==> src/rtl/demux2a4_desc_condl1_pkg.sv <==
// Shared definitions for the L1 2:4 byte-lane demultiplexer and its 4:2 transmit peer.
// Both ends use the same phase encoding, so they agree on lane order.
package demux2a4_desc_condl1_pkg;

    localparam int DATA_W_DEF = 8;
    localparam int CNT_W_DEF  = 8;

    // Phase 0 carries lanes 0/1, phase 1 carries lanes 2/3.
    typedef enum logic {
        PH_LO01 = 1'b0,
        PH_HI23 = 1'b1
    } phase_e;

endpackage

==> src/rtl/demux2a4_desc_condl1_hold_lane.sv <==
// One byte lane plus its valid: a load-enabled capture register with async clear.
// The byte is forced to zero whenever its valid is low, so a stale value can never be stored.
module demux_hold_lane
    import demux2a4_desc_condl1_pkg::*;
#(
    parameter int DATA_W = DATA_W_DEF
) (
    input  logic              clk_2f,
    input  logic              reset,
    input  logic              load,
    input  logic              valid,
    input  logic [DATA_W-1:0] data,
    output logic [DATA_W:0]   q
);

    always_ff @(posedge clk_2f or posedge reset) begin
        if (reset) begin
            q <= '0;
        end else if (load) begin
            q <= {valid, (valid ? data : {DATA_W{1'b0}})};
        end
    end

endmodule

==> src/rtl/demux2a4_desc_condl1.sv <==
// Receive-side 2:4 byte-lane demultiplexer: rebuilds four byte lanes from two
// double-rate lanes using a free-running phase toggle, with registered outputs.
module demux2a4_desc_condl1
    import demux2a4_desc_condl1_pkg::*;
#(
    parameter int DATA_W = DATA_W_DEF,
    parameter int CNT_W  = CNT_W_DEF
) (
    input  logic              clk_2f,
    input  logic              reset,
    input  logic              valid_in0,
    input  logic              valid_in1,
    input  logic [DATA_W-1:0] data_in0_demuxL1,
    input  logic [DATA_W-1:0] data_in1_demuxL1,
    output logic [DATA_W-1:0] dataout0_demuxL1,
    output logic [DATA_W-1:0] dataout1_demuxL1,
    output logic [DATA_W-1:0] dataout2_demuxL1,
    output logic [DATA_W-1:0] dataout3_demuxL1,
    output logic              validout0,
    output logic              validout1,
    output logic              validout2,
    output logic              validout3,
    output logic              frame_strobe,
    output logic              phase,
    output logic [CNT_W-1:0]  frame_count
);

    phase_e            phase_q;
    logic              lo_edge;
    logic              hi_edge;
    logic              any_vld;
    logic [DATA_W:0]   hold0_p0;
    logic [DATA_W:0]   hold1_p0;
    logic [DATA_W:0]   lane0_p1;
    logic [DATA_W:0]   lane1_p1;
    logic [DATA_W:0]   lane2_p1;
    logic [DATA_W:0]   lane3_p1;

    function automatic logic [CNT_W-1:0] sat_inc(input logic [CNT_W-1:0] c);
        return (&c) ? c : c + CNT_W'(1);
    endfunction

    assign lo_edge = (phase_q == PH_LO01);
    assign hi_edge = (phase_q == PH_HI23);
    assign phase   = phase_q;

    always_ff @(posedge clk_2f or posedge reset) begin
        if (reset) begin
            phase_q <= PH_LO01;
        end else begin
            phase_q <= lo_edge ? PH_HI23 : PH_LO01;
        end
    end

    // Stage p0: hold lanes 0/1 from the phase 0 edge until the frame commits.
    demux_hold_lane #(.DATA_W(DATA_W)) u_hold0 (
        .clk_2f (clk_2f),
        .reset  (reset),
        .load   (lo_edge),
        .valid  (valid_in0),
        .data   (data_in0_demuxL1),
        .q      (hold0_p0)
    );

    demux_hold_lane #(.DATA_W(DATA_W)) u_hold1 (
        .clk_2f (clk_2f),
        .reset  (reset),
        .load   (lo_edge),
        .valid  (valid_in1),
        .data   (data_in1_demuxL1),
        .q      (hold1_p0)
    );

    // Stage p1: all four lanes commit together on the phase 1 edge.
    demux_hold_lane #(.DATA_W(DATA_W)) u_lane0 (
        .clk_2f (clk_2f),
        .reset  (reset),
        .load   (hi_edge),
        .valid  (hold0_p0[DATA_W]),
        .data   (hold0_p0[DATA_W-1:0]),
        .q      (lane0_p1)
    );

    demux_hold_lane #(.DATA_W(DATA_W)) u_lane1 (
        .clk_2f (clk_2f),
        .reset  (reset),
        .load   (hi_edge),
        .valid  (hold1_p0[DATA_W]),
        .data   (hold1_p0[DATA_W-1:0]),
        .q      (lane1_p1)
    );

    demux_hold_lane #(.DATA_W(DATA_W)) u_lane2 (
        .clk_2f (clk_2f),
        .reset  (reset),
        .load   (hi_edge),
        .valid  (valid_in0),
        .data   (data_in0_demuxL1),
        .q      (lane2_p1)
    );

    demux_hold_lane #(.DATA_W(DATA_W)) u_lane3 (
        .clk_2f (clk_2f),
        .reset  (reset),
        .load   (hi_edge),
        .valid  (valid_in1),
        .data   (data_in1_demuxL1),
        .q      (lane3_p1)
    );

    assign dataout0_demuxL1 = lane0_p1[DATA_W-1:0];
    assign dataout1_demuxL1 = lane1_p1[DATA_W-1:0];
    assign dataout2_demuxL1 = lane2_p1[DATA_W-1:0];
    assign dataout3_demuxL1 = lane3_p1[DATA_W-1:0];
    assign validout0        = lane0_p1[DATA_W];
    assign validout1        = lane1_p1[DATA_W];
    assign validout2        = lane2_p1[DATA_W];
    assign validout3        = lane3_p1[DATA_W];

    assign any_vld = hold0_p0[DATA_W] | hold1_p0[DATA_W] | valid_in0 | valid_in1;

    // Empty frames still strobe but leave the frame counter untouched.
    always_ff @(posedge clk_2f or posedge reset) begin
        if (reset) begin
            frame_strobe <= 1'b0;
            frame_count  <= '0;
        end else begin
            frame_strobe <= hi_edge;
            if (hi_edge && any_vld) begin
                frame_count <= sat_inc(frame_count);
            end
        end
    end

endmodule

==> config.mk <==
export PLATFORM = sky130hd
export DESIGN_NAME = demux2a4_desc_condl1
export DESIGN_NICKNAME = d
export VERILOG_FILES = /design/src/rtl/demux2a4_desc_condl1_pkg.sv /design/src/rtl/demux2a4_desc_condl1_hold_lane.sv /design/src/rtl/demux2a4_desc_condl1.sv
export SDC_FILE = /design/constraint.sdc
export NUM_CORES = 1
export LEC_CHECK = 0
export ABC_AREA = 1
export BUFFER_PORTS_ARGS = -buffer_cell sky130_fd_sc_hd__buf_2
export CAP_MARGIN = 20
export CORE_ASPECT_RATIO = 2
export CORE_MARGIN = 2
export CORE_UTILIZATION = 53
export CTS_BUF_LIST = sky130_fd_sc_hd__clkbuf_16
export DETAILED_ROUTE_END_ITERATION = 8
export PLACE_DENSITY = 0.79
export SLEW_MARGIN = 20
export SYNTH_ARGS = -nofsm -noshare
export SYNTH_HDL_FRONTEND = slang
export SYNTH_HIERARCHICAL = 1
export SYNTH_SLANG_ARGS = --single-unit
==> constraint.sdc <==
create_clock -name clk_2f -period 1.51 [get_ports clk_2f]
set_input_delay 0.453 -clock clk_2f [delete_from_list [all_inputs] [get_ports clk_2f]]
set_output_delay 0.453 -clock clk_2f [all_outputs]
set_load 0.02 [all_outputs]
==> impl_metrics.env, run 1 <==
export IMPL_run_status="complete, no violations"
export IMPL_worst_slew_pin_transition_ns=0.411
export IMPL_combinational_cell_fraction_of_total_power_pct=15.2
export IMPL_share_of_the_synthesized_netlist_area_taken_by_xor_and_xnor_gates_pct=0.966
export IMPL_via_count_of_the_first_global_routing_pass=2339
export IMPL_die_width_um=54.7
export IMPL_grt_max_degree=19
export IMPL_synth_area_mux_share_pct=0
export IMPL_avgRoutedWirePerCell_um=13.5
export IMPL_initial_standard_cell_utilization_of_the_core_pct=55.4
export IMPL_cts_clk_slew_worst_paths_ns=0.05
export IMPL_ys_types=15
export IMPL_fmax_ghz=0.693
export IMPL_die_height_um=105
export IMPL_clk_root_buffer_cell="clkbuf_16"
export IMPL_hold_path_class="input pin to async pin"
export IMPL_grt_first_pass_wirelength_um=10400
export IMPL_final_cell_area_mm2=0.00338
export IMPL_pre_cts_ws_ns=0.0842
export IMPL_finalWirelength_um=6120
export IMPL_crit_slowest_cell="dfrtp_1"
export IMPL_globalRouteOverflowTotal=0
export IMPL_numCtsBuffers=9
export IMPL_path_class="flop to primary output"
export IMPL_timing_critical_path_from_type="flop"
export IMPL_ctsHtreeMaxLevel=3
export IMPL_final_antenna_net_count=0
export IMPL_tritoncts_clock_tree="yes"
export IMPL_flow_area_growth_from_synthesis_pct=24.2
export IMPL_syn_cell_area_mm2=0.00272
export IMPL_final_period_minus_worst_setup_slack_ns=1.44
export IMPL_synth_yosys_warnings=6
export IMPL_share_of_the_clock_period_used_by_the_worst_path_pct=95.5
export IMPL_drt_iter0_drc=35
export IMPL_synth_simple_gate_area_share_pct=33.1
export IMPL_pwr_share_seq_pct=43.0
export IMPL_die_area_mm2=0.00576
export IMPL_irDropWorstVdd_uv=1520
export IMPL_synth_seq_area_share_pct=58.9
export IMPL_gp_congestion=0.796
export IMPL_p_int_mw=3.37
export IMPL_critical_path_max_fanout=7
export IMPL_track_usage_pct=24.8
export IMPL_power_leakage_nw=1.99
export IMPL_hold_slack_ns=0.151
export IMPL_cp_cell_sequence="buf_2"
export IMPL_max_slew_margin_pct=72.6
export IMPL_antenna_found_initial=0
export IMPL_cp_end_kind="primary output"
export IMPL_drt_pre_antenna_iters=5
export IMPL_total_power_mw=4.70
export IMPL_ys_ff_latch=64
export IMPL_postPlaceCellArea_mm2=0.00309
export IMPL_drt_drc_violations_left=0
export IMPL_cap_violations=0
export IMPL_clk_latency_ns=0.32
export IMPL_slew_viol_final=0
export IMPL_hpwl_um=4300
export IMPL_path_delay_family="flip-flops"
export IMPL_p_sw_share_pct=28.3
export IMPL_skew_ns=0.00370
export IMPL_via_count=2308
export IMPL_clk_path_buf_depth=2
export IMPL_core_outline_area_mm2=0.00491
export IMPL_main_combinational_cell_family_by_area_after_synthesis="simple AND/OR/NAND/NOR gates"
export IMPL_sequential_cell_area_mm2=0.00160
export IMPL_worst_endpoint_arrival_ns=0.99
export IMPL_numClockSinks=64
export IMPL_critPathBufInv=1
export IMPL_post_route_cells_drive_above_1_share_pct=25.8
export IMPL_unrepaired_setup_endpoints_after_global_routing="false"
export IMPL_timing_hold_violations_final=0
export IMPL_syn_nets=339
export IMPL_antennaDiodeCount=0
export IMPL_clkPwrFrac_pct=41.8
export IMPL_floorplan_io_pins=66
export IMPL_critical_path_required_ns=1.06
export IMPL_detail_route_vias_per_cell=5.09
export IMPL_area_of_combinational_cells_with_multiple_inputs_um2=946
export IMPL_synth_compound_area_share_pct=0.184
export IMPL_port_buffers=65
export IMPL_setup_viol_count_final=0
export IMPL_synth_adder_area_share_pct=0.460
export IMPL_timing_setup_tns_ns=0
export IMPL_cpPeakStageDelay_ns=0.46
export IMPL_synth_avg_cell_area_um2=8.56
export IMPL_switchingPower_mw=1.33
export IMPL_syn_instance_count=318
export IMPL_layout_filler_cells=414
export IMPL_fin_nets=412
export IMPL_placement_rows=36
export IMPL_post_route_worst_setup_slack_ns=0.0676
export IMPL_power_density_mw_per_mm2=1390
[placed cells by master (no fill, tap or decap)]
cell type and instances:
nand2_1 149, buf_2 65, dfrtp_1 63, nand3_1 54, inv_1 13, nor2_1 9, clkbuf_16 9, buf_4 9
inv_2 8, clkinv_2 4, xnor2_1 2, nor2_2 1, nor2_4 1, nand3_2 1, nand2_4 1, xor2_1 1
o21ai_0 1, ha_1 1, clkinv_4 1, bufinv_16 1, clkinv_1 1, dfrtp_2 1
[registers in the layout, summed over array words and instances, names as in the netlist]
register and cells:
u_hold0/q 9, phase 1, frame_strobe 1, u_hold1/q 9, u_lane1/q 9, u_lane0/q 9, u_lane3/q 9, frame_count 8
u_lane2/q 9
[layout make-up]
type	count	area share (%)
Clock buffer	9	6.66
Sequential cell	64	47.4
Clock inverter	7	1.85
Multi-Input combinational cell	221	28.0
Inverter	21	2.33
Tap cell	57	2.11
Timing Repair Buffer	74	11.6
[cell usage after synthesis]
cell	count	share of area, %
buf_6	6	2.5
clkbuf_2	6	1.1
dfrtp_1	64	59
ha_1	1	0.46
inv_1	13	1.8
inv_2	8	1.1
nand2_1	149	21
nand2_4	1	0.41
nand3_1	54	9.9
nand3_2	1	0.37
nor2_1	10	1.4
nor2_4	1	0.41
o21ai_0	1	0.18
xnor2_1	2	0.64
xor2_1	1	0.32
[cells by family after synthesis]
| family | after synthesis |
|---|---|
| buffers and inverters | 33 |
| and+or+nand+nor | 216 |
| DFF | 64 |
| adders and majority gates | 1 |
| AOI/OAI and AO/OA | 1 |
| xor gates and xnor gates | 3 |
[per-layer routing]
layer / global-route usage, % / share of wire, % / vias up
li1: - / - / 1138
met1: 27.7 / 38 / 1096
met2: 41.4 / 56 / 65
met3: 7.37 / 5.0 / 9
met4: 10.4 / 1.6 / 0
met5: 0 / 0 / -
[worst register-to-register path, delay by kind of cell, from the launching register on]
kind	cells	cell delay, ns
adders and majority gates	1	0.26
DFF	1	0.42
and+or+nand+nor	5	0.62
[power groups by stage]
stage | sequential (mW) | clock, mW | combinational (mW)
after global placement | 2.04 | 0 | 0.702
after global routing | 2.05 | 2.07 | 0.800
final | 2.02 | 1.97 | 0.713
after detailed placement | 2.05 | 0 | 0.717
after floorplan | 2.17 | 0 | 0.333
after CTS | 2.02 | 1.99 | 0.722
[timing repair]
item,4_1_cts,5_1_grt
hold endpoints to repair,0,0
resized for setup,0,2
setup endpoints to repair,0,8
hold buffers,0,0
setup buffers,0,0
[per-stage QoR]
step                      std cells  utilization (%)
after floorplan                 318                -
after global placement          437             62.9
after detailed placement        437             62.9
after CTS                       453             68.8
after global routing            453             68.8
final                           453             68.8
[worst paths after layout]
check	cells past startpoint	slack, ns	to	startpoint
setup / recovery	1	0.07	frame_count[2]	frame_count[2]
hold / removal	2	0.15	u_hold0/q[3]	reset
setup reg to reg	6	0.14	frame_count[3]	frame_count[0]
hold reg to reg	2	0.47	u_lane2/q[8]	u_lane2/q[8]
max in group asynchronous	2	1.05	phase	reset
min in group clk_2f	3	0.37	u_lane3/q[7]	data_in1_demuxL1[7]
No activity file was read; power rests on OpenSTA's default activity.
==> inputs of run 2 (changes only) <==
CORE_UTILIZATION = 55   (was 53)
PLACE_DENSITY = 0.82   (was 0.79)
clock period = 1.85 ns   (was 1.51 ns; I/O delays follow)
==> run 2 against run 1 <==
Effect of this change: setup slack better by 0.25 ns; power shrank 16%; cell count decreased by 0.88%; critical path type unchanged.
==> impl_metrics.env, run 2 (same netlist as run 1, synthesis figures left out) <==
export IMPL_run_status="complete, no violations"
export IMPL_avgRoutedWirePerCell_um=13.4
export IMPL_slew_viol_final=0
export IMPL_clk_root_buffer_cell="clkbuf_16"
export IMPL_cts_clk_slew_worst_paths_ns=0.05
export IMPL_drt_iter0_drc=52
export IMPL_clk_path_buf_depth=2
export IMPL_post_route_cells_drive_above_1_share_pct=24.5
export IMPL_postCtsSetupRepairBufs=0
export IMPL_critical_path_max_fanout=7
export IMPL_share_of_the_clock_period_used_by_the_worst_path_pct=82.6
export IMPL_detail_route_vias_per_cell=5.11
export IMPL_final_antenna_net_count=0
export IMPL_fmax_ghz=0.654
export IMPL_cts_repair_resized=0
export IMPL_clk_latency_ns=0.32
export IMPL_unrepaired_setup_endpoints_after_global_routing="false"
export IMPL_flow_area_growth_from_synthesis_pct=23.9
export IMPL_hold_path_class="input pin to async pin"
export IMPL_die_area_mm2=0.00556
export IMPL_setup_viol_count_final=0
export IMPL_irDropWorstVdd_uv=967
export IMPL_core_outline_area_mm2=0.00482
export IMPL_power_leakage_nw=1.99
export IMPL_port_buffers=65
export IMPL_floorplan_io_pins=66
export IMPL_power_density_mw_per_mm2=1180
export IMPL_numCtsBuffers=9
export IMPL_critical_path_required_ns=1.29
export IMPL_tritoncts_clock_tree="yes"
export IMPL_hold_buffers=0
export IMPL_drt_pre_antenna_iters=5
export IMPL_hpwl_um=4330
export IMPL_total_power_mw=3.97
export IMPL_die_width_um=53.7
export IMPL_critPathLaunch="frame_count[2]"
export IMPL_drt_drc_violations_left=0
export IMPL_antenna_found_initial=0
export IMPL_initial_standard_cell_utilization_of_the_core_pct=56.5
export IMPL_cpPeakStageDelay_ns=0.45
export IMPL_path_delay_family="flip-flops"
export IMPL_via_count=2294
export IMPL_timing_setup_tns_ns=0
export IMPL_layout_filler_cells=378
export IMPL_final_cell_mix="nand2_1, buf_2, dfrtp_1, nand3_1, inv_1"
export IMPL_crit_slowest_cell="dfrtp_1"
export IMPL_placement_rows=36
export IMPL_critPathBufInv=1
export IMPL_grt_max_degree=22
export IMPL_rr_startpoint="u_hold1/q[8]"
export IMPL_cap_violations=0
export IMPL_fin_nets=408
export IMPL_cp_end_kind="primary output"
export IMPL_numClockSinks=64
export IMPL_timing_hold_violations_final=0
export IMPL_cp_cell_sequence="buf_2"
export IMPL_hold_slack_ns=0.249
export IMPL_antennaDiodeCount=0
export IMPL_timing_critical_path_from_type="flop"
export IMPL_track_usage_pct=25.4
export IMPL_final_period_minus_worst_setup_slack_ns=1.53
export IMPL_worst_endpoint_arrival_ns=0.97
export IMPL_max_slew_margin_pct=57.4
export IMPL_layout_cells_most_common="nand2_1"
export IMPL_via_count_of_the_first_global_routing_pass=2240
export IMPL_path_class="flop to primary output"
export IMPL_worst_slew_pin_transition_ns=0.638
export IMPL_skew_ns=0.00472
export IMPL_globalRouteOverflowTotal=0
export IMPL_ctsHtreeMaxLevel=3
export IMPL_die_height_um=103
export IMPL_finalWirelength_um=6040
export IMPL_grt_first_pass_wirelength_um=10300
export IMPL_gp_congestion=0.807
==> run 2: area by class of cell <==
| class | count | area (um^2) | area share, % |
|---|---|---|---|
| well taps | 57 | 71.3 | 2.12 |
| repair buffers | 70 | 363 | 10.8 |
| clock buffers | 9 | 225 | 6.68 |
| flip-flops and latches | 64 | 1600 | 47.5 |
| clock inverters | 7 | 87.6 | 2.60 |
| multi-input cells | 221 | 943 | 28.0 |
| inverters | 21 | 78.8 | 2.34 |
==> run 2: report_power, final <==
part / internal, mW / leakage, nW / switching (mW)
sequential: 1.52 / 0.822 / 0.131
clock: 1.17 / 0.160 / 0.578
combinational: 0.200 / 1.00 / 0.372
total: 2.89 / 1.99 / 1.08
==> run 2: routing by layer <==
metal	routed length, um	vias up	GRT usage, %
met5	0	-	0
met4	130	0	11.4
met3	264	10	4.89
met2	3430	64	43.8
met1	2220	1091	29.6
li1	-	1129	-
==> run 2: metrics by stage <==
| stage | instance area (um^2) | util (%) | cells | setup slack (ns) |
|---|---|---|---|---|
| after floorplan | 2720 | - | 318 | 0.501 |
| after global placement | 3060 | 63.4 | 433 | 0.407 |
| after detailed placement | 3060 | 63.4 | 433 | 0.354 |
| after CTS | 3370 | 69.9 | 449 | 0.304 |
| after global routing | 3370 | 69.9 | 449 | 0.158 |
| final | 3370 | 69.9 | 449 | 0.322 |
==> run 2: path summary, 6_finish.rpt <==
kind / end / slack, ns / cells past startpoint
setup / recovery: frame_count[2] / 0.32 / 1
hold / removal: u_lane0/q[2] / 0.25 / 2
setup reg to reg: frame_count[4] / 0.33 / 6
hold reg to reg: u_lane2/q[8] / 0.47 / 2
max in group asynchronous: frame_count[3] / 1.30 / 2
min in group clk_2f: u_lane3/q[6] / 0.47 / 3
